--- src/rtl/ex_muldiv_unit.sv ---
// ex_muldiv_unit: iterative multiply/divide unit for the EX stage.
// Holds the architectural HI/LO registers and runs MULT/MULTU/DIV/DIVU over
// 32 cycles on a shared radix-2 shift/add (multiply) or restoring
// shift/subtract (divide) datapath. Signed operations run on magnitudes and
// the signs are applied in the FIN cycle.
module ex_muldiv_unit (
    input  logic        clk,
    input  logic        reset,
    input  logic        start,
    input  logic [1:0]  op,
    input  logic [31:0] rs_val,
    input  logic [31:0] rt_val,
    input  logic        mthi,
    input  logic        mtlo,
    input  logic [31:0] wr_data,
    output logic [31:0] hi,
    output logic [31:0] lo,
    output logic        busy,
    output logic        done
);

    typedef enum logic [1:0] {S_IDLE, S_RUN, S_FIN} state_t;

    state_t      state_reg;
    logic [4:0]  count_reg;
    logic        is_div_reg;
    logic        neg_q_reg;     // negate product / quotient at FIN
    logic        neg_r_reg;     // negate remainder at FIN (dividend was negative)
    logic        div_zero_reg;
    logic [31:0] addend_reg;    // |multiplicand| or |divisor|
    logic [63:0] acc_reg;       // product accumulator or remainder:quotient
    logic [31:0] hi_reg;
    logic [31:0] lo_reg;
    logic        done_reg;

    // Operand decode at capture: op[0]=1 means unsigned, op[1]=1 means divide.
    logic        signed_op;
    logic        rs_neg;
    logic        rt_neg;
    logic [31:0] rs_abs;
    logic [31:0] rt_abs;

    // Per-iteration datapath values.
    logic [32:0] mul_sum;
    logic [63:0] mul_next;
    logic        div_geq;
    logic [31:0] div_diff;
    logic [63:0] div_next;

    // Sign-corrected results presented to HI/LO in the FIN cycle.
    logic [63:0] prod_signed;
    logic [31:0] quot_signed;
    logic [31:0] rem_signed;
    logic [31:0] res_hi;
    logic [31:0] res_lo;

    // Operand magnitudes and signs for the capture edge.
    always_comb begin
        signed_op = ~op[0];
        rs_neg    = signed_op & rs_val[31];
        rt_neg    = signed_op & rt_val[31];
        rs_abs    = rs_neg ? (32'd0 - rs_val) : rs_val;
        rt_abs    = rt_neg ? (32'd0 - rt_val) : rt_val;
    end

    // One shift/add or shift/subtract step on the accumulator.
    always_comb begin
        // Multiply: add multiplicand into the upper half when the LSB is set,
        // then shift the 65-bit {carry, acc} right by one.
        mul_sum  = {1'b0, acc_reg[63:32]} + {1'b0, addend_reg};
        mul_next = acc_reg[0] ? {mul_sum, acc_reg[31:1]} : {1'b0, acc_reg[63:1]};
        // Divide: the shifted partial remainder is 33 bits wide ({acc[63:31]});
        // the difference always fits in 32 bits when the subtraction succeeds.
        div_geq  = {acc_reg[63:31]} >= {1'b0, addend_reg};
        div_diff = acc_reg[62:31] - addend_reg;
        div_next = div_geq ? {div_diff, acc_reg[30:0], 1'b1}
                           : {acc_reg[62:0], 1'b0};
    end

    // Sign correction and divide-by-zero override for the FIN write.
    always_comb begin
        prod_signed = neg_q_reg ? (64'd0 - acc_reg) : acc_reg;
        quot_signed = neg_q_reg ? (32'd0 - acc_reg[31:0]) : acc_reg[31:0];
        rem_signed  = neg_r_reg ? (32'd0 - acc_reg[63:32]) : acc_reg[63:32];
        if (is_div_reg) begin
            res_hi = rem_signed;       // divide by zero leaves the dividend here
            res_lo = div_zero_reg ? 32'hFFFF_FFFF : quot_signed;
        end else begin
            res_hi = prod_signed[63:32];
            res_lo = prod_signed[31:0];
        end
    end

    // Control FSM, iteration datapath and HI/LO registers.
    always_ff @(posedge clk) begin
        if (reset) begin
            state_reg    <= S_IDLE;
            count_reg    <= 5'd0;
            is_div_reg   <= 1'b0;
            neg_q_reg    <= 1'b0;
            neg_r_reg    <= 1'b0;
            div_zero_reg <= 1'b0;
            addend_reg   <= 32'd0;
            acc_reg      <= 64'd0;
            hi_reg       <= 32'd0;
            lo_reg       <= 32'd0;
            done_reg     <= 1'b0;
        end else begin
            done_reg <= 1'b0;
            case (state_reg)
                S_IDLE: begin
                    if (start) begin
                        state_reg    <= S_RUN;
                        count_reg    <= 5'd0;
                        is_div_reg   <= op[1];
                        neg_q_reg    <= rs_neg ^ rt_neg;
                        neg_r_reg    <= rs_neg;
                        div_zero_reg <= (rt_val == 32'd0);
                        addend_reg   <= op[1] ? rt_abs : rs_abs;
                        acc_reg      <= {32'd0, (op[1] ? rs_abs : rt_abs)};
                    end else begin
                        if (mthi) hi_reg <= wr_data;
                        if (mtlo) lo_reg <= wr_data;
                    end
                end
                S_RUN: begin
                    acc_reg   <= is_div_reg ? div_next : mul_next;
                    count_reg <= count_reg + 5'd1;
                    if (count_reg == 5'd31) state_reg <= S_FIN;
                end
                S_FIN: begin
                    hi_reg    <= res_hi;
                    lo_reg    <= res_lo;
                    done_reg  <= 1'b1;
                    state_reg <= S_IDLE;
                end
                default: state_reg <= S_IDLE;
            endcase
        end
    end

    assign hi   = hi_reg;
    assign lo   = lo_reg;
    assign busy = (state_reg != S_IDLE);
    assign done = done_reg;

endmodule

--- config.mk ---
export PLATFORM = sky130hd
export DESIGN_NAME = ex_muldiv_unit
export DESIGN_NICKNAME = d
export VERILOG_FILES = /design/src/rtl/ex_muldiv_unit.sv
export SDC_FILE = /design/constraint.sdc
export NUM_CORES = 1
export LEC_CHECK = 0
export BUFFER_PORTS_ARGS = -buffer_cell sky130_fd_sc_hd__buf_2
export CAP_MARGIN = 30
export CORE_UTILIZATION = 60
export CTS_CLUSTER_SIZE = 28
export DETAILED_ROUTE_END_ITERATION = 10
export PLACE_DENSITY = 0.82
export SLEW_MARGIN = 20
export SYNTH_ARGS = -nofsm -noshare
export SYNTH_HDL_FRONTEND = slang
export SYNTH_SLANG_ARGS = --single-unit
--- constraint.sdc ---
create_clock -name clk -period 9.2 [get_ports clk]
set_input_delay 0.92 -clock clk [delete_from_list [all_inputs] [get_ports clk]]
set_output_delay 0.92 -clock clk [all_outputs]
set_load 0.005 [all_outputs]
==> impl_metrics.py, run 1 <==
metrics = {
    "run_status": {
        "status": "finished, final reports clean",
    },
    "route": {
        "drt_wl_total_um": 50000,
        "dr_total_vias": 15800,
        "drt-wirelength-per-cell_um": 21.0,
        "drt-initial-drc-count": 1962,
        "firstDrtPassIters": 6,
        "drcViolationCount": 0,
        "ant_nets": 0,
        "viasPerCell": 6.62,
    },
    "clock_network": {
        "worst_skew_pair.late_latency_ps": 460,
        "cts_hold_buf": 0,
        "clk_transition_reported_paths_ps": 80,
        "cts.root.buffer_cell": "sky130_fd_sc_hd__clkbuf_16",
        "post_cts_repair_timing_setup_buffer_count": 0,
        "h_tree_depth": 4,
        "cts-resized-gates": 0,
        "cts_tree": "done",
        "cts-buffers-inserted": 17,
        "ctsLongestPathBuffers": 2,
        "clock_sink_count": 172,
    },
    "hold_path": {
        "hold_class": "reg -> reg",
    },
    "timing": {
        "final_max_slew_viol_count": 0,
        "setup_total_negative_slack_ps": 0,
        "skew_ps": 17.4,
        "finalSetupViolations": 0,
        "finalHoldViolCount": 0,
        "fin_worst_hold_slack_ps": 452,
        "time_the_worst_path_needs_with_i_o_delays_and_setup_ps": 3820,
        "max-slew-margin-rel": 0.337,
        "tightest_slew_ps": 994,
        "period_share": 0.415,
        "rsz0062_at_grt": "false",
        "fmaxAchievable_mhz": 262,
    },
    "floorplan": {
        "num_io_pins": 169,
        "num_rows": 56,
        "fp.dieW_um": 159,
        "die_h_um": 159,
        "initial_core_util": 0.621,
        "floorplan.core_area_sq_mm": 0.0238,
        "dieArea_sq_mm": 0.0252,
    },
    "setup_path": {
        "setup.worst_path.start_class": "flip-flop",
        "worstPathArrival_ps": 4170,
        "critical_path.endpoint_type": "flip-flop",
        "critPathRequiredTime_ps": 9550,
        "crit_path_max_fanout": 44,
        "worst-setup-path-type": "reg -> reg",
    },
    "final_layout": {
        "final_core_util": 0.685,
        "antenna-diode-count": 0,
        "layout-area-overhead-vs-synth_pct": 10.4,
        "most-common-layout-cells": "sky130_fd_sc_hd__nand2_1 (228), sky130_fd_sc_hd__a21oi_1 (210), sky130_fd_sc_hd__nor2_1 (173), sky130_fd_sc_hd__dfxtp_1 (171), sky130_fd_sc_hd__buf_2 (167)",
        "layout.cells.most_common": "sky130_fd_sc_hd__nand2_1",
        "fillers": 2077,
        "largest_register_ff_count": 64,
        "final_layout_size_suffix_gt1_frac": 0.125,
        "layout.nets": 2226,
    },
    "synth": {
        "synth_fp_nets": 2167,
        "synth-seq-area-share": 0.234,
        "yosys.area.top_type": "sky130_fd_sc_hd__dfxtp_1",
        "synth_edf_count": 0,
        "synth_cells": 1992,
        "combined_area_of_all_synthesized_cells_sq_mm": 0.0147,
        "ys.flop_type": "sky130_fd_sc_hd__dfxtp_1",
        "synth_top_area_share": 0.234,
        "synth_async_sr_flop_share": 0,
        "yosysWarnings": 0,
        "synthTopCellsByArea": "sky130_fd_sc_hd__dfxtp_1 (23%), sky130_fd_sc_hd__a21oi_1 (7.1%), sky130_fd_sc_hd__ha_1 (5.9%), sky130_fd_sc_hd__nand2_1 (5.8%), sky130_fd_sc_hd__xnor2_1 (5.5%)",
        "synthesis.area_per_instance_sq_um": 7.40,
        "ys_types": 80,
        "synth_seq_cells": 172,
    },
    "pwr": {
        "power.density_mw_per_mm2": 146,
        "vdd_ir_max_mv": 0.118,
        "leakage_component_of_the_power_nw": 6.74,
    },
    "global_routing": {
        "grt_remaining_overflow": 0,
        "number_of_global_route_vias_before_repair": 14300,
        "grt_start_max_net_pins": 82,
        "grt_util_all_layers": 0.386,
        "antenna_found_initial": 0,
        "wire_length_of_the_first_global_routing_pass_um": 77700,
    },
    "flow_run": {
        "maxCapViolations": 0,
    },
    "placement": {
        "place.gp.congestion": 1.00,
        "port_buffer_cells": 168,
        "dp_hpwl_um": 37400,
    },
}
stage by stage:
step,total power [mW],worst slack (ps),instances,instance area [sq um]
after floorplan,1.37,5860,1992,14700
after global placement,1.58,5340,2348,15600
after detailed placement,1.59,5320,2349,15600
after CTS,2.35,5450,2381,16200
final,2.38,5380,2383,16300
after global routing,2.48,5120,2383,16300
cell families (layout without fill, tap and decap cells):
| logic type | count (synthesis) | count (layout) | share of synthesized area |
|---|---|---|---|
| buf+inv | 214 | 286 | 0.0560 |
| compound gates | 677 | 677 | 0.302 |
| fa+ha+maj | 72 | 72 | 0.0621 |
| simple gates | 616 | 616 | 0.196 |
| xor+xnor | 169 | 169 | 0.100 |
| flops | 172 | 172 | 0.234 |
| mux | 72 | 72 | 0.0492 |
routing by layer:
metal | vias up | track usage | share of wire
met5 | - | 0 | 0
met4 | 0 | 0.201 | 0.050
met3 | 157 | 0.0598 | 0.088
met2 | 905 | 0.606 | 0.44
met1 | 7304 | 0.509 | 0.42
li1 | 7404 | - | -
worst paths after layout:
path	from	end	slack, ps	cells past startpoint
setup / recovery	acc_reg[49]$_SDFFE_PP0P_	acc_reg[42]$_SDFFE_PP0P_	5380	11
hold / removal	lo[27]$_SDFFE_PP0P_	lo[27]$_SDFFE_PP0P_	450	2
setup reg to reg	acc_reg[49]$_SDFFE_PP0P_	acc_reg[42]$_SDFFE_PP0P_	5380	11
hold reg to reg	lo[27]$_SDFFE_PP0P_	lo[27]$_SDFFE_PP0P_	450	2
synthesized netlist by cell type, types with 29 or more instances:
cell type	instances
sky130_fd_sc_hd__o21ai_0	93
sky130_fd_sc_hd__mux2i_1	68
sky130_fd_sc_hd__a211oi_1	88
sky130_fd_sc_hd__dfxtp_1	172
sky130_fd_sc_hd__nand2_1	229
sky130_fd_sc_hd__xor2_1	76
sky130_fd_sc_hd__nor2_1	176
sky130_fd_sc_hd__xnor2_1	93
sky130_fd_sc_hd__o31ai_1	31
sky130_fd_sc_hd__nand3_1	29
sky130_fd_sc_hd__nor2b_1	30
sky130_fd_sc_hd__inv_1	66
sky130_fd_sc_hd__nor3_1	37
sky130_fd_sc_hd__ha_1	70
sky130_fd_sc_hd__o221ai_1	35
sky130_fd_sc_hd__a21oi_1	210
sky130_fd_sc_hd__clkbuf_1	125
sky130_fd_sc_hd__o211ai_1	48
critical path, stage by stage, from the launching register on:
cell	delay, ps
sky130_fd_sc_hd__dfxtp_1	720
sky130_fd_sc_hd__ha_1	430
sky130_fd_sc_hd__a21o_1	220
sky130_fd_sc_hd__a21oi_1	140
sky130_fd_sc_hd__nor2_1	60
sky130_fd_sc_hd__o32a_1	330
sky130_fd_sc_hd__a211o_1	380
sky130_fd_sc_hd__o21ai_4	360
sky130_fd_sc_hd__buf_4	490
sky130_fd_sc_hd__mux2i_1	260
sky130_fd_sc_hd__a21oi_1	100
sky130_fd_sc_hd__a22o_1	220
cell type report:
cell class,count,area (sq um),area share
multi-input combinational,1606,10500,0.646
sequential,172,3450,0.212
timing repair buffer,188,1030,0.0631
clock buffer,17,425,0.0262
tap,319,399,0.0245
inverter,66,248,0.0152
clock inverter,15,216,0.0133
power by group:
group | internal (mW) | leakage [nW] | switching [mW]
Clock | 0.382 | 0.307 | 0.402
Combinational | 0.282 | 5.02 | 0.445
Sequential | 0.789 | 1.41 | 0.0776
Total | 1.45 | 6.74 | 0.925
Power figures use the tool's default switching activity.
==> inputs of run 2 (changes only) <==
- clock period: 9.2 -> 3.8 ns (I/O delays scaled with it)
==> impl_metrics.py, run 2 (same netlist as run 1, synthesis figures left out) <==
metrics = {
    "floorplan": {
        "die_h_um": 159,
        "floorplan.core_area_sq_mm": 0.0238,
        "initial_core_util": 0.621,
        "dieArea_sq_mm": 0.0252,
        "num_io_pins": 169,
        "num_rows": 56,
        "fp.dieW_um": 159,
    },
    "setup_path": {
        "path_common_cell": "sky130_fd_sc_hd__o31a_1",
        "critPathRequiredTime_ps": 4120,
        "worstPathArrival_ps": 3850,
        "worst-setup-path-type": "reg -> reg",
        "timing.critical_path.buf_inv": 0,
        "crit_path_max_fanout": 9,
        "path_cells": "ha_1 > a21oi_1 > o211ai_1 > a211o_1 > o41ai_2 > o31a_1 > o31a_1 > o21bai_1 > xor2_1 > a222oi_1 > o21ai_0",
        "cpMaxStageDelayCell": "sky130_fd_sc_hd__dfxtp_1",
        "setup.worst_path.start_class": "flip-flop",
        "max_stage_delay_ps": 610,
        "critical_path.endpoint_type": "flip-flop",
        "cpLargestDelayFamily": "compound AO/OA/AOI/OAI gates",
    },
    "placement": {
        "place.gp.congestion": 0.985,
        "dp_hpwl_um": 39200,
        "place_worst_setup_slack_ps": 440,
        "port_buffer_cells": 168,
    },
    "final_layout": {
        "antenna-diode-count": 0,
        "final_core_util": 0.697,
        "final_layout_size_suffix_gt1_frac": 0.140,
        "most-common-layout-cells": "sky130_fd_sc_hd__nand2_1 (228), sky130_fd_sc_hd__a21oi_1 (210), sky130_fd_sc_hd__nor2_1 (173), sky130_fd_sc_hd__dfxtp_1 (171), sky130_fd_sc_hd__buf_2 (167)",
        "multiInputGateArea_sq_mm": 0.0105,
        "layout-area-overhead-vs-synth_pct": 12.3,
        "largest_register_ff_count": 64,
        "fillers": 2089,
        "area.sequential_sq_mm": 0.00345,
        "layout.nets": 2263,
        "layout.cells.most_common": "sky130_fd_sc_hd__nand2_1",
    },
    "global_routing": {
        "grt_start_max_net_pins": 77,
        "wire_length_of_the_first_global_routing_pass_um": 79900,
        "antenna_found_initial": 0,
        "grt_util_all_layers": 0.397,
        "grt_remaining_overflow": 0,
        "number_of_global_route_vias_before_repair": 14600,
    },
    "timing": {
        "fmaxAchievable_mhz": 284,
        "skew_ps": 15.8,
        "final_max_slew_viol_count": 0,
        "finalSetupViolations": 0,
        "rsz0062_at_grt": "false",
        "time_the_worst_path_needs_with_i_o_delays_and_setup_ps": 3530,
        "fin_worst_hold_slack_ps": 280,
        "tightest_slew_ps": 854,
        "post-route-worst-setup-slack_ps": 274,
        "finalHoldViolCount": 0,
        "setup_total_negative_slack_ps": 0,
        "max-slew-margin-rel": 0.431,
        "period_share": 0.928,
    },
    "clock_network": {
        "cts_tree": "done",
        "ctsLongestPathBuffers": 2,
        "cts-buffers-inserted": 17,
        "clk_transition_reported_paths_ps": 90,
        "cts.root.buffer_cell": "sky130_fd_sc_hd__clkbuf_16",
        "cts-resized-gates": 0,
        "h_tree_depth": 4,
        "clock_sink_count": 172,
        "cts_hold_buf": 0,
        "post_cts_repair_timing_setup_buffer_count": 0,
        "worst_skew_pair.late_latency_ps": 450,
    },
    "route": {
        "met1_length_um": 21000,
        "met3_wirelength_um": 5060,
        "dr.max_layer_used": "met4",
        "drcViolationCount": 0,
        "routed-wl-met2_um": 23200,
        "drt-wirelength-per-cell_um": 21.4,
        "viasPerCell": 6.65,
        "dr_total_vias": 16100,
        "drt_wl_total_um": 51700,
        "firstDrtPassIters": 6,
        "drt-initial-drc-count": 2115,
        "ant_nets": 0,
    },
    "pwr": {
        "power_mw": 5.85,
        "vdd_ir_max_mv": 0.318,
        "power.density_mw_per_mm2": 353,
        "leakage_component_of_the_power_nw": 6.93,
    },
    "hold_path": {
        "hold_class": "in -> reg",
    },
    "flow_run": {
        "maxCapViolations": 0,
    },
    "run_status": {
        "status": "finished, final reports clean",
    },
}
run 2: cell count changes in the layout (fill, tap and decap cells not counted), sizes merged:
cell	previous run	this run
buf	188	225
inv	75	76
clkinv	6	5
run 2: worst register-to-register path: stages, from the launching register on:
cell and delay (ps):
sky130_fd_sc_hd__dfxtp_1 610, sky130_fd_sc_hd__ha_1 360, sky130_fd_sc_hd__a21oi_1 260, sky130_fd_sc_hd__o211ai_1 180, sky130_fd_sc_hd__a211o_1 340, sky130_fd_sc_hd__o41ai_2 470
sky130_fd_sc_hd__o31a_1 310, sky130_fd_sc_hd__o31a_1 220, sky130_fd_sc_hd__o21bai_1 90, sky130_fd_sc_hd__xor2_1 140, sky130_fd_sc_hd__a222oi_1 300, sky130_fd_sc_hd__o21ai_0 130
run 2: where the power goes:
part / internal (mW) / total [mW] / switching (mW)
logic: 0.717 / 1.87 / 1.15
registers: 1.91 / 2.07 / 0.162
clock network: 0.929 / 1.91 / 0.984
total: 3.56 / 5.85 / 2.29
run 2: cell type report:
class                      instances  area share
clock buffer                      17      0.0257
clock inverter                    15      0.0131
inverter                          66      0.0150
multi-input combinational       1606       0.634
sequential                       172       0.208
tap                              319      0.0241
timing repair buffer             225      0.0795
run 2: routing by layer:
metal  track usage  vias up
met5             0        -
met4         0.190        0
met3        0.0598      157
met2         0.633      949
met1         0.524     7499
li1              -     7476
run 2: path summary, 6_finish.rpt:
path	from	depth (start not counted)	end	slack (ps)
max	acc_reg[37]$_SDFFE_PP0P_	11	acc_reg[60]$_SDFFE_PP0P_	270
min	wr_data[5]	3	hi[5]$_SDFFE_PP0P_	280
max reg2reg	acc_reg[37]$_SDFFE_PP0P_	11	acc_reg[60]$_SDFFE_PP0P_	270
min reg2reg	lo[26]$_SDFFE_PP0P_	2	lo[26]$_SDFFE_PP0P_	450
run 2: through the flow:
step | std cells | instance area (sq um)
final | 2420 | 16600
after global routing | 2420 | 16600
after CTS | 2419 | 16500
after detailed placement | 2387 | 15900
after global placement | 2385 | 15900
after floorplan | 1992 | 14700
==> inputs of run 3 (changes only) <==
- ABC_AREA: not set -> 1
- CORE_UTILIZATION: 60 -> 40
- PLACE_DENSITY: 0.82 -> not set
==> impl_metrics.py, run 3 <==
metrics = {
    "run_status": {
        "status": "finished, final reports clean",
    },
    "clock_network": {
        "ctsLongestPathBuffers": 2,
        "cts-buffers-inserted": 17,
        "cts.root.buffer_cell": "sky130_fd_sc_hd__clkbuf_16",
        "cts_hold_buf": 0,
        "cts_tree": "done",
        "h_tree_depth": 4,
        "clock_sink_count": 172,
        "cts-resized-gates": 0,
        "worst_skew_pair.late_latency_ps": 460,
        "clk_transition_reported_paths_ps": 90,
        "post_cts_repair_timing_setup_buffer_count": 0,
    },
    "timing": {
        "period_share": 0.807,
        "fmaxAchievable_mhz": 326,
        "max-slew-margin-rel": 0.393,
        "finalHoldViolCount": 0,
        "skew_ps": 18.1,
        "final_max_slew_viol_count": 0,
        "setup_total_negative_slack_ps": 0,
        "time_the_worst_path_needs_with_i_o_delays_and_setup_ps": 3070,
        "finalSetupViolations": 0,
        "tightest_slew_ps": 903,
        "fin_worst_hold_slack_ps": 212,
        "rsz0062_at_grt": "false",
    },
    "synth": {
        "yosysWarnings": 0,
        "yosys.area.top_type": "sky130_fd_sc_hd__nand2_1",
        "synth_cells": 3364,
        "yosys-top-cells-count": "sky130_fd_sc_hd__nand2_1 (1,057), sky130_fd_sc_hd__inv_1 (486), sky130_fd_sc_hd__nand3_1 (285), sky130_fd_sc_hd__nor2_1 (263), sky130_fd_sc_hd__a21oi_1 (243)",
        "yosys.cell_count.top_type": "sky130_fd_sc_hd__nand2_1",
        "synth-seq-area-share": 0.187,
        "synth_fp_nets": 3539,
        "synth_edf_count": 0,
        "synthTopCellsByArea": "sky130_fd_sc_hd__nand2_1 (22%), sky130_fd_sc_hd__dfxtp_1 (19%), sky130_fd_sc_hd__inv_1 (9.9%), sky130_fd_sc_hd__nand3_1 (7.7%), sky130_fd_sc_hd__a21oi_1 (6.6%)",
        "synthesis.area_per_instance_sq_um": 5.48,
        "synth_seq_cells": 172,
        "combined_area_of_all_synthesized_cells_sq_mm": 0.0184,
        "synth_top_area_share": 0.215,
        "ys_types": 52,
        "ys.flop_type": "sky130_fd_sc_hd__dfxtp_1",
        "synth_async_sr_flop_share": 0,
    },
    "floorplan": {
        "num_rows": 78,
        "fp.dieW_um": 217,
        "initial_core_util": 0.406,
        "dieArea_sq_mm": 0.0470,
        "die_h_um": 217,
        "floorplan.core_area_sq_mm": 0.0455,
        "num_io_pins": 169,
    },
    "setup_path": {
        "path_cells": "ha_1 > nand2_1 > nor2_1 > inv_1 > nor3_1 > and2_1 > nand2_1 > nand2_1 > nand2_1 > nand2_1 > nand2_1 > nand2_1 > nand2_1 > nand2_1 > a21oi_1",
        "max_stage_delay_ps": 770,
        "worst-setup-path-type": "reg -> reg",
        "timing.critical_path.buf_inv": 1,
        "cpMaxStageDelayCell": "sky130_fd_sc_hd__dfxtp_1",
        "crit_path_max_fanout": 9,
        "critPathRequiredTime_ps": 4110,
        "path_common_cell": "sky130_fd_sc_hd__nand2_1",
        "critical_path.endpoint_type": "flip-flop",
        "setup.worst_path.start_class": "flip-flop",
        "cpLargestDelayFamily": "simple AND/OR/NAND/NOR gates",
        "worstPathArrival_ps": 3370,
    },
    "global_routing": {
        "grt_start_max_net_pins": 131,
        "antenna_found_initial": 2,
        "wire_length_of_the_first_global_routing_pass_um": 130000,
        "number_of_global_route_vias_before_repair": 20200,
        "grt_util_all_layers": 0.368,
        "grt_remaining_overflow": 0,
    },
    "final_layout": {
        "most-common-layout-cells": "sky130_fd_sc_hd__nand2_1 (1,056), sky130_fd_sc_hd__inv_1 (485), sky130_fd_sc_hd__nand3_1 (285), sky130_fd_sc_hd__nor2_1 (262), sky130_fd_sc_hd__a21oi_1 (243)",
        "layout-area-overhead-vs-synth_pct": 11.2,
        "final_layout_size_suffix_gt1_frac": 0.0965,
        "fillers": 5203,
        "final_core_util": 0.451,
        "multiInputGateArea_sq_mm": 0.0126,
        "layout.cells.most_common": "sky130_fd_sc_hd__nand2_1",
        "largest_register_ff_count": 64,
        "area.sequential_sq_mm": 0.00345,
        "antenna-diode-count": 0,
        "layout.nets": 3644,
    },
    "route": {
        "firstDrtPassIters": 6,
        "viasPerCell": 5.56,
        "drcViolationCount": 0,
        "drt-initial-drc-count": 3125,
        "dr_total_vias": 22700,
        "ant_nets": 0,
        "drt_wl_total_um": 87900,
        "drt-wirelength-per-cell_um": 21.5,
    },
    "placement": {
        "dp_hpwl_um": 70700,
        "port_buffer_cells": 168,
        "place.gp.congestion": 1.07,
    },
    "pwr": {
        "leakage_component_of_the_power_nw": 10.4,
        "power_mw": 7.20,
        "power.density_mw_per_mm2": 351,
        "vdd_ir_max_mv": 0.355,
    },
    "flow_run": {
        "maxCapViolations": 0,
    },
    "hold_path": {
        "hold_class": "in -> reg",
    },
}
-- run 3: cell types whose count changed in the layout (fill, tap and decap cells not counted), moves of 75 or more --
cell	before	now
sky130_fd_sc_hd__nand2_1	228	1056
sky130_fd_sc_hd__inv_1	66	485
sky130_fd_sc_hd__o21ai_0	93	242
sky130_fd_sc_hd__nand3_1	29	285
sky130_fd_sc_hd__nor2_1	173	262
sky130_fd_sc_hd__xnor2_1	93	18
sky130_fd_sc_hd__a211oi_1	88	1
-- run 3: worst register-to-register path, cell delays in order (launching register included) --
cell                      delay [ps]
sky130_fd_sc_hd__dfxtp_1         770
sky130_fd_sc_hd__ha_1            340
sky130_fd_sc_hd__nand2_1         140
sky130_fd_sc_hd__nor2_1          160
sky130_fd_sc_hd__inv_1           120
sky130_fd_sc_hd__nor3_1          470
sky130_fd_sc_hd__and2_1          210
sky130_fd_sc_hd__nand2_1         120
sky130_fd_sc_hd__nand2_1         100
sky130_fd_sc_hd__nand2_1          50
sky130_fd_sc_hd__nand2_1         100
sky130_fd_sc_hd__nand2_1          70
sky130_fd_sc_hd__nand2_1          70
sky130_fd_sc_hd__nand2_1          50
sky130_fd_sc_hd__nand2_1          80
sky130_fd_sc_hd__a21oi_1          60
-- run 3: logic make-up (layout without fill, tap and decap cells) --
kind of cell / after synthesis / after routing / share of synthesized area
xor+xnor: 69 / 69 / 0.0328
buf+inv: 633 / 751 / 0.132
fa+ha+maj: 72 / 72 / 0.0496
flops: 172 / 172 / 0.187
simple gates: 1788 / 1788 / 0.412
compound gates: 630 / 630 / 0.187
-- run 3: area by class of cell --
type | count | area share
timing repair buffer | 218 | 0.0609
clock buffer | 20 | 0.0228
inverter | 501 | 0.0920
clock inverter | 12 | 0.00713
tap | 600 | 0.0366
sequential | 172 | 0.168
multi-input combinational | 2559 | 0.613
-- run 3: per-stage QoR --
stage / worst slack, ps / cells / cell area [sq um]
floorplan: 1630 / 3364 / 18400
global placement: 815 / 4049 / 19900
detailed placement: 865 / 4050 / 19900
CTS: 824 / 4082 / 20500
global route: 525 / 4082 / 20500
finish: 734 / 4082 / 20500
-- run 3: worst paths after layout --
path / from / to / slack (ps) / cells past startpoint
worst max-delay path: acc_reg[53]$_SDFFE_PP0P_ / acc_reg[61]$_SDFFE_PP0P_ / 730 / 15
worst min-delay path: wr_data[12] / lo[12]$_SDFFE_PP0P_ / 210 / 3
worst min register to register: count_reg[3]$_SDFFE_PP0P_ / count_reg[3]$_SDFFE_PP0P_ / 470 / 2
worst max register to register: acc_reg[53]$_SDFFE_PP0P_ / acc_reg[61]$_SDFFE_PP0P_ / 730 / 15
-- run 3: power by group --
part	switching, mW	internal, mW
Clock	0.885	1.05
Sequential	0.178	1.93
Combinational	2.25	0.911
Total	3.31	3.89
-- run 3: per-layer routing --
metal | GRT usage | part of all wire | vias to the layer above
met5 | 0 | 0.00032 | -
met4 | 0.138 | 0.039 | 4
met3 | 0.0565 | 0.099 | 152
met2 | 0.545 | 0.42 | 1217
met1 | 0.533 | 0.45 | 10300
li1 | - | - | 11000
